File: src/rtl/pia_tx_pkg.sv
// Shared types and constants for the Apple-1 display transmitter.
// Holds the handshake state encoding and the character width.
package pia_tx_pkg;

    localparam int CHAR_W = 7;

    typedef enum logic [1:0] {
        IDLE,
        SETUP,
        ASSERT,
        RELEASE
    } tx_state_e;

endpackage

File: src/rtl/pia_char_fifo.sv
// Small synchronous character FIFO feeding the display handshake.
// Pushes while full and pops while empty are ignored; clr empties it.
module pia_char_fifo
    import pia_tx_pkg::*;
#(
    parameter int DEPTH = 4,
    parameter int W     = CHAR_W
) (
    input  logic                   clk,
    input  logic                   rst_n,
    input  logic                   clr,
    input  logic                   push,
    input  logic                   pop,
    input  logic [W-1:0]           din,
    output logic [W-1:0]           dout,
    output logic                   full,
    output logic                   empty,
    output logic [$clog2(DEPTH):0] level
);

    localparam int AW = $clog2(DEPTH);

    logic [W-1:0]  mem_q [DEPTH];
    logic [AW-1:0] wptr_q, wptr_d;
    logic [AW-1:0] rptr_q, rptr_d;
    logic [AW:0]   cnt_q, cnt_d;
    logic          push_ok;
    logic          pop_ok;

    assign full    = (cnt_q == (AW+1)'(DEPTH));
    assign empty   = (cnt_q == '0);
    assign level   = cnt_q;
    assign dout    = mem_q[rptr_q];
    assign push_ok = push & ~full & ~clr;
    assign pop_ok  = pop & ~empty & ~clr;

    // Pointer and occupancy next-state; pointers wrap since DEPTH is 2^n.
    always_comb begin
        wptr_d = wptr_q;
        rptr_d = rptr_q;
        cnt_d  = cnt_q;
        if (clr) begin
            wptr_d = '0;
            rptr_d = '0;
            cnt_d  = '0;
        end else begin
            if (push_ok) wptr_d = wptr_q + 1'b1;
            if (pop_ok)  rptr_d = rptr_q + 1'b1;
            unique case ({push_ok, pop_ok})
                2'b10:   cnt_d = cnt_q + 1'b1;
                2'b01:   cnt_d = cnt_q - 1'b1;
                default: cnt_d = cnt_q;
            endcase
        end
    end

    // Pointer and occupancy registers.
    always_ff @(posedge clk or negedge rst_n) begin
        if (!rst_n) begin
            wptr_q <= '0;
            rptr_q <= '0;
            cnt_q  <= '0;
        end else begin
            wptr_q <= wptr_d;
            rptr_q <= rptr_d;
            cnt_q  <= cnt_d;
        end
    end

    // Storage array; contents need no reset since occupancy gates reads.
    always_ff @(posedge clk) begin
        if (push_ok) mem_q[wptr_q] <= din;
    end

endmodule

File: src/rtl/pia_display_tx.sv
// Apple-1 display transmitter: buffers CPU characters and drives rd/da
// through a four-phase handshake against the terminal's rda_n acknowledge.
module pia_display_tx
    import pia_tx_pkg::*;
#(
    parameter int FIFO_DEPTH   = 4,
    parameter int SETUP_CYCLES = 2,
    parameter int SYNC_STAGES  = 2
) (
    input  logic                          clk,
    input  logic                          mr_n,
    input  logic                          wr_en,
    input  logic [CHAR_W-1:0]             wr_data,
    input  logic                          flush,
    input  logic                          rda_n,
    output logic                          da,
    output logic [CHAR_W-1:0]             rd,
    output logic                          busy,
    output logic                          full,
    output logic                          overflow,
    output logic [$clog2(FIFO_DEPTH):0]   level
);

    localparam int CW = $clog2(SETUP_CYCLES) + 1;
    localparam logic [CW-1:0] SETUP_LAST = CW'(SETUP_CYCLES - 1);

    tx_state_e              state_q, state_d;
    logic [CW-1:0]          cnt_q, cnt_d;
    logic [CHAR_W-1:0]      rd_q, rd_d;
    logic                   da_q, da_d;
    logic                   ovf_q, ovf_d;
    logic [SYNC_STAGES-1:0] sync_q, sync_d;
    logic                   rda_s;
    logic                   pop;
    logic                   empty;
    logic [CHAR_W-1:0]      head;

    assign rda_s    = sync_q[SYNC_STAGES-1];
    assign sync_d   = {sync_q[SYNC_STAGES-2:0], rda_n};
    assign da       = da_q;
    assign rd       = rd_q;
    assign overflow = ovf_q;
    assign busy     = ~empty | (state_q != IDLE);

    pia_char_fifo #(
        .DEPTH (FIFO_DEPTH),
        .W     (CHAR_W)
    ) u_fifo (
        .clk   (clk),
        .rst_n (mr_n),
        .clr   (flush),
        .push  (wr_en & ~flush),
        .pop   (pop),
        .din   (wr_data),
        .dout  (head),
        .full  (full),
        .empty (empty),
        .level (level)
    );

    // Handshake sequencing: load, settle rd, raise da, wait ack low then high.
    always_comb begin
        state_d = state_q;
        cnt_d   = cnt_q;
        rd_d    = rd_q;
        pop     = 1'b0;
        ovf_d   = flush ? 1'b0 : (ovf_q | (wr_en & full));
        unique case (state_q)
            IDLE: begin
                if (!flush && !empty) begin
                    pop     = 1'b1;
                    rd_d    = head;
                    cnt_d   = '0;
                    state_d = SETUP;
                end
            end
            SETUP: begin
                if (flush) begin
                    state_d = IDLE;
                end else if (cnt_q >= SETUP_LAST) begin
                    if (rda_s) state_d = ASSERT;
                end else begin
                    cnt_d = cnt_q + 1'b1;
                end
            end
            ASSERT: begin
                if (flush || !rda_s) state_d = RELEASE;
            end
            RELEASE: begin
                if (rda_s) state_d = IDLE;
            end
            default: state_d = IDLE;
        endcase
        da_d = (state_d == ASSERT);
    end

    // State, data, strobe and ack synchroniser registers.
    always_ff @(posedge clk or negedge mr_n) begin
        if (!mr_n) begin
            state_q <= IDLE;
            cnt_q   <= '0;
            rd_q    <= '0;
            da_q    <= 1'b0;
            ovf_q   <= 1'b0;
            sync_q  <= '1;
        end else begin
            state_q <= state_d;
            cnt_q   <= cnt_d;
            rd_q    <= rd_d;
            da_q    <= da_d;
            ovf_q   <= ovf_d;
            sync_q  <= sync_d;
        end
    end

endmodule

File: config.mk
export PLATFORM = sky130hd
export DESIGN_NAME = pia_display_tx
export DESIGN_NICKNAME = d
export VERILOG_FILES = /design/src/rtl/pia_tx_pkg.sv /design/src/rtl/pia_char_fifo.sv /design/src/rtl/pia_display_tx.sv
export SDC_FILE = /design/constraint.sdc
export NUM_CORES = 1
export LEC_CHECK = 0
export ABC_AREA = 1
export CAP_MARGIN = 20
export CORE_AREA = 2 2 57 80
export CTS_CLUSTER_DIAMETER = 150
export DETAILED_ROUTE_END_ITERATION = 8
export DIE_AREA = 0 0 59 82
export MAX_ROUTING_LAYER = met4
export PLACE_DENSITY = 0.82
export SLEW_MARGIN = 25
export SYNTH_ARGS = -nofsm -noshare
export SYNTH_HDL_FRONTEND = slang
export SYNTH_SLANG_ARGS = --single-unit
File: constraint.sdc
create_clock -name clk -period 3 [get_ports clk]
set_input_delay 0.75 -clock clk [delete_from_list [all_inputs] [get_ports clk]]
set_output_delay 0.75 -clock clk [all_outputs]
set_load 0.005 [all_outputs]
==> run metrics <==
run status=finished, final reports clean; Fin. Hold Viols=0; max-slew headroom at the worst pin=0.508; Critical Path RT=2.25 ns; final instance area=~0.0026 mm²; Min Hold Slack=approximately 0.36 ns; clock root cell=clkbuf_8; P per Cell Area=852 mW/mm²; final worst-path cycle share=0.823; synthesis-to-layout area growth=20.8%; H-Tree Depth=2; post-route insts no fill=280; crit path capture type=primary output; CP max FO=5; Inst Count DP=around 270; Comb pwr share=0.325; Reg2Reg Depth=10; drt first-iter violations=50; Flop pwr share=0.429; NetSw=0.708 mW; worst setup path endpoint=full; Pleak=1.10 nW; fraction of layout cells with a size suffix above 1=0.140; vias in the first global route=1,390; critical path's slowest cell=clkdlybuf4s50_1; RR Endpoint=u_fifo.level[2]$_DFFE_PN0P_; max-slew violations=0; crit-path max cell delay=0.50 ns; Mapped Area=0.00217 mm²; row cnt=28; Die H=around 82 µm; initial antenna violation count=0; Post-CTS Hold Buffers=0; R2R setup slack=1.06 ns; Vias=1,424; die area=0.00484 mm²; WL per Instance=between 10 and 15 µm; unrepaired setup endpoints after global routing=false; Yosys warnings=0; commonest non-fill, non-tap cell in the layout=nor2_1; Net Sw Frac=0.317; crit path launch type=flop; DP Wirelength=approximately 2600 µm; clock power share=0.247; post-route ant nets=0; Worst-path clk slew=0.09 ns; CP arrival=1.72 ns; Nets=252; Final Wtd Congestion=0.828; average size of a mapped cell=10.7 µm²; Residual DRC=0; overall global routing resource usage=0.179; Seq/Total Area, Yosys=0.642; worst flop-to-flop path startpoint=u_fifo.level[0]$_DFFE_PN0P_; Synth Register Bits=50; postcts setup bufs=0; TNS Setup=0 ns; final wirelength=3750 µm; first-pass GRT wire length=6020 µm; Peak Freq=0.405 GHz; Synth cell types=28; PortBufs=25; largest net degree at the start of global routing=18; critical path class=flop to primary output; Max VDD drop=0.535 mV; Clock Latency Late Sink=0.30 ns; Core Region=0.00413 mm²; Post-Synthesis Net Count=between 200 and 250; MaxCap Viol Count=0; Setup violations, final=0; CTS sink count=50; Syn Inst Count=202; CTS resizes=0; Num CTS Buffers=5; vias per cell=5.09; min-delay worst type=flop to flop; initial core utilization=0.525; CTS tree=built; Int Power=~1.5 mW; die width=approximately 59 µm; total power=roughly 2.2 mW; IO Count=26; final worst path period need=2.47 ns; CP startpoint=u_fifo.level[0]$_DFFE_PN0P_; Pre-antenna DRT Iters=4; CP Cell Sequence=nor2_2 > nand2_2 > inv_1 > clkdlybuf4s50_1; Max clock buf depth=2; most frequent cells in the layout=42 x nor2_1, 28 x edfxtp_1, 25 x nand2_1, 25 x clkdlybuf4s50_1, 22 x o21ai_0; Worst-Margin Slew=about 0.74 ns; Setup Skew=0.00906 ns; overflow left after global routing=0; ANT cells=0; Placed Instance Area=0.00248 mm²
## area by class of cell
class,count,area (µm²)
tap,45,56.3
clock inverter,3,68.8
clock buffer,5,68.8
sequential,50,1390
inverter,21,83.8
fill,316,1510
multi-input combinational,126,663
timing repair buffer,30,288
## synth_stat cells
| cell | count | area (µm²) |
|---|---|---|
| nand4_1 | 1 | 6.26 |
| nand2_2 | 4 | 25.0 |
| dfrtp_1 | 20 | 500 |
| o21ai_0 | 22 | 110 |
| xor2_1 | 1 | 8.76 |
| clkinv_4 | 1 | 8.76 |
| or2_2 | 1 | 6.26 |
| fa_1 | 1 | 20.0 |
| nor2_2 | 4 | 25.0 |
| inv_1 | 15 | 56.3 |
| nand3b_1 | 1 | 7.51 |
| inv_2 | 5 | 18.8 |
| buf_2 | 3 | 15.0 |
| nor2_1 | 42 | 158 |
| o211ai_1 | 1 | 7.51 |
| nand2_8 | 1 | 20.0 |
| nand2_1 | 25 | 93.8 |
| nand3_1 | 4 | 20.0 |
| nand2_4 | 1 | 11.3 |
| edfxtp_1 | 28 | 841 |
| ha_1 | 5 | 62.6 |
| a21oi_1 | 3 | 15.0 |
| nand3_4 | 1 | 17.5 |
| clkbuf_1 | 1 | 3.75 |
| a31oi_1 | 7 | 43.8 |
| nor3_1 | 1 | 5.00 |
| buf_6 | 1 | 11.3 |
| dfstp_2 | 2 | 52.6 |
## state kept, by name, indices dropped and copies added (netlist names)
name	cells
u_fifo.mem_q	28
u_fifo.wptr_q	2
sync_q	2
u_fifo.rptr_q	2
da	1
rd	7
cnt_q	2
overflow	1
state_q	2
u_fifo.level	3
## through the flow
stage | setup WS, ns | utilization
4_1_cts | 0.512 | 0.634
6_report | 0.531 | 0.634
2_1_floorplan | 0.962 | -
3_3_place_gp | 0.293 | 0.601
3_5_place_dp | 0.223 | 0.601
5_1_grt | 0.387 | 0.634
## worst max-delay path: cells and delay by family (launching register included)
kind | cells | cell delay, ns
buffers and inverters | 2 | 0.58
AND/OR/NAND/NOR | 2 | 0.38
flip-flops | 1 | 0.46
## worst min path at each step
| stage | startpoint | to | slack [ns] | depth (start not counted) |
|---|---|---|---|---|
| 3_5_place_dp | sync_q[0]$_DFF_PN1_ | sync_q[1]$_DFF_PN1_ | 0.35 | 0 |
| 4_1_cts | sync_q[0]$_DFF_PN1_ | sync_q[1]$_DFF_PN1_ | 0.37 | 0 |
| 2_1_floorplan | sync_q[0]$_DFF_PN1_ | sync_q[1]$_DFF_PN1_ | 0.35 | 0 |
| 6_report | sync_q[0]$_DFF_PN1_ | sync_q[1]$_DFF_PN1_ | 0.36 | 0 |
| 3_3_place_gp | sync_q[0]$_DFF_PN1_ | sync_q[1]$_DFF_PN1_ | 0.35 | 0 |
| 5_1_grt | sync_q[0]$_DFF_PN1_ | sync_q[1]$_DFF_PN1_ | 0.37 | 0 |
## layer usage
metal  GRT usage  vias to the layer above  wire [µm]
met3      0.0331                        4         96
met5           -                        -          0
met2       0.317                       24       2030
li1            -                      729          -
met4      0.0864                        0         74
met1       0.189                      667       1550
## power groups by stage
stage | sequential (mW) | clock, mW | combinational, mW
after floorplan | 0.945 | 0 | 0.471
after global placement | 0.971 | 0 | 0.708
after detailed placement | 0.974 | 0 | 0.728
after CTS | 0.960 | 0.562 | 0.734
after global routing | 0.975 | 0.589 | 0.824
final | 0.958 | 0.552 | 0.725
## kinds of logic after synthesis
kind of cell	share of synthesized area
adders and majority gates	0.0380
DFF	0.642
xor gates and xnor gates	0.00404
and+or+nand+nor	0.182
buffers and inverters	0.0524
AOI/OAI and AO/OA	0.0813
Power figures use the tool's default switching activity.
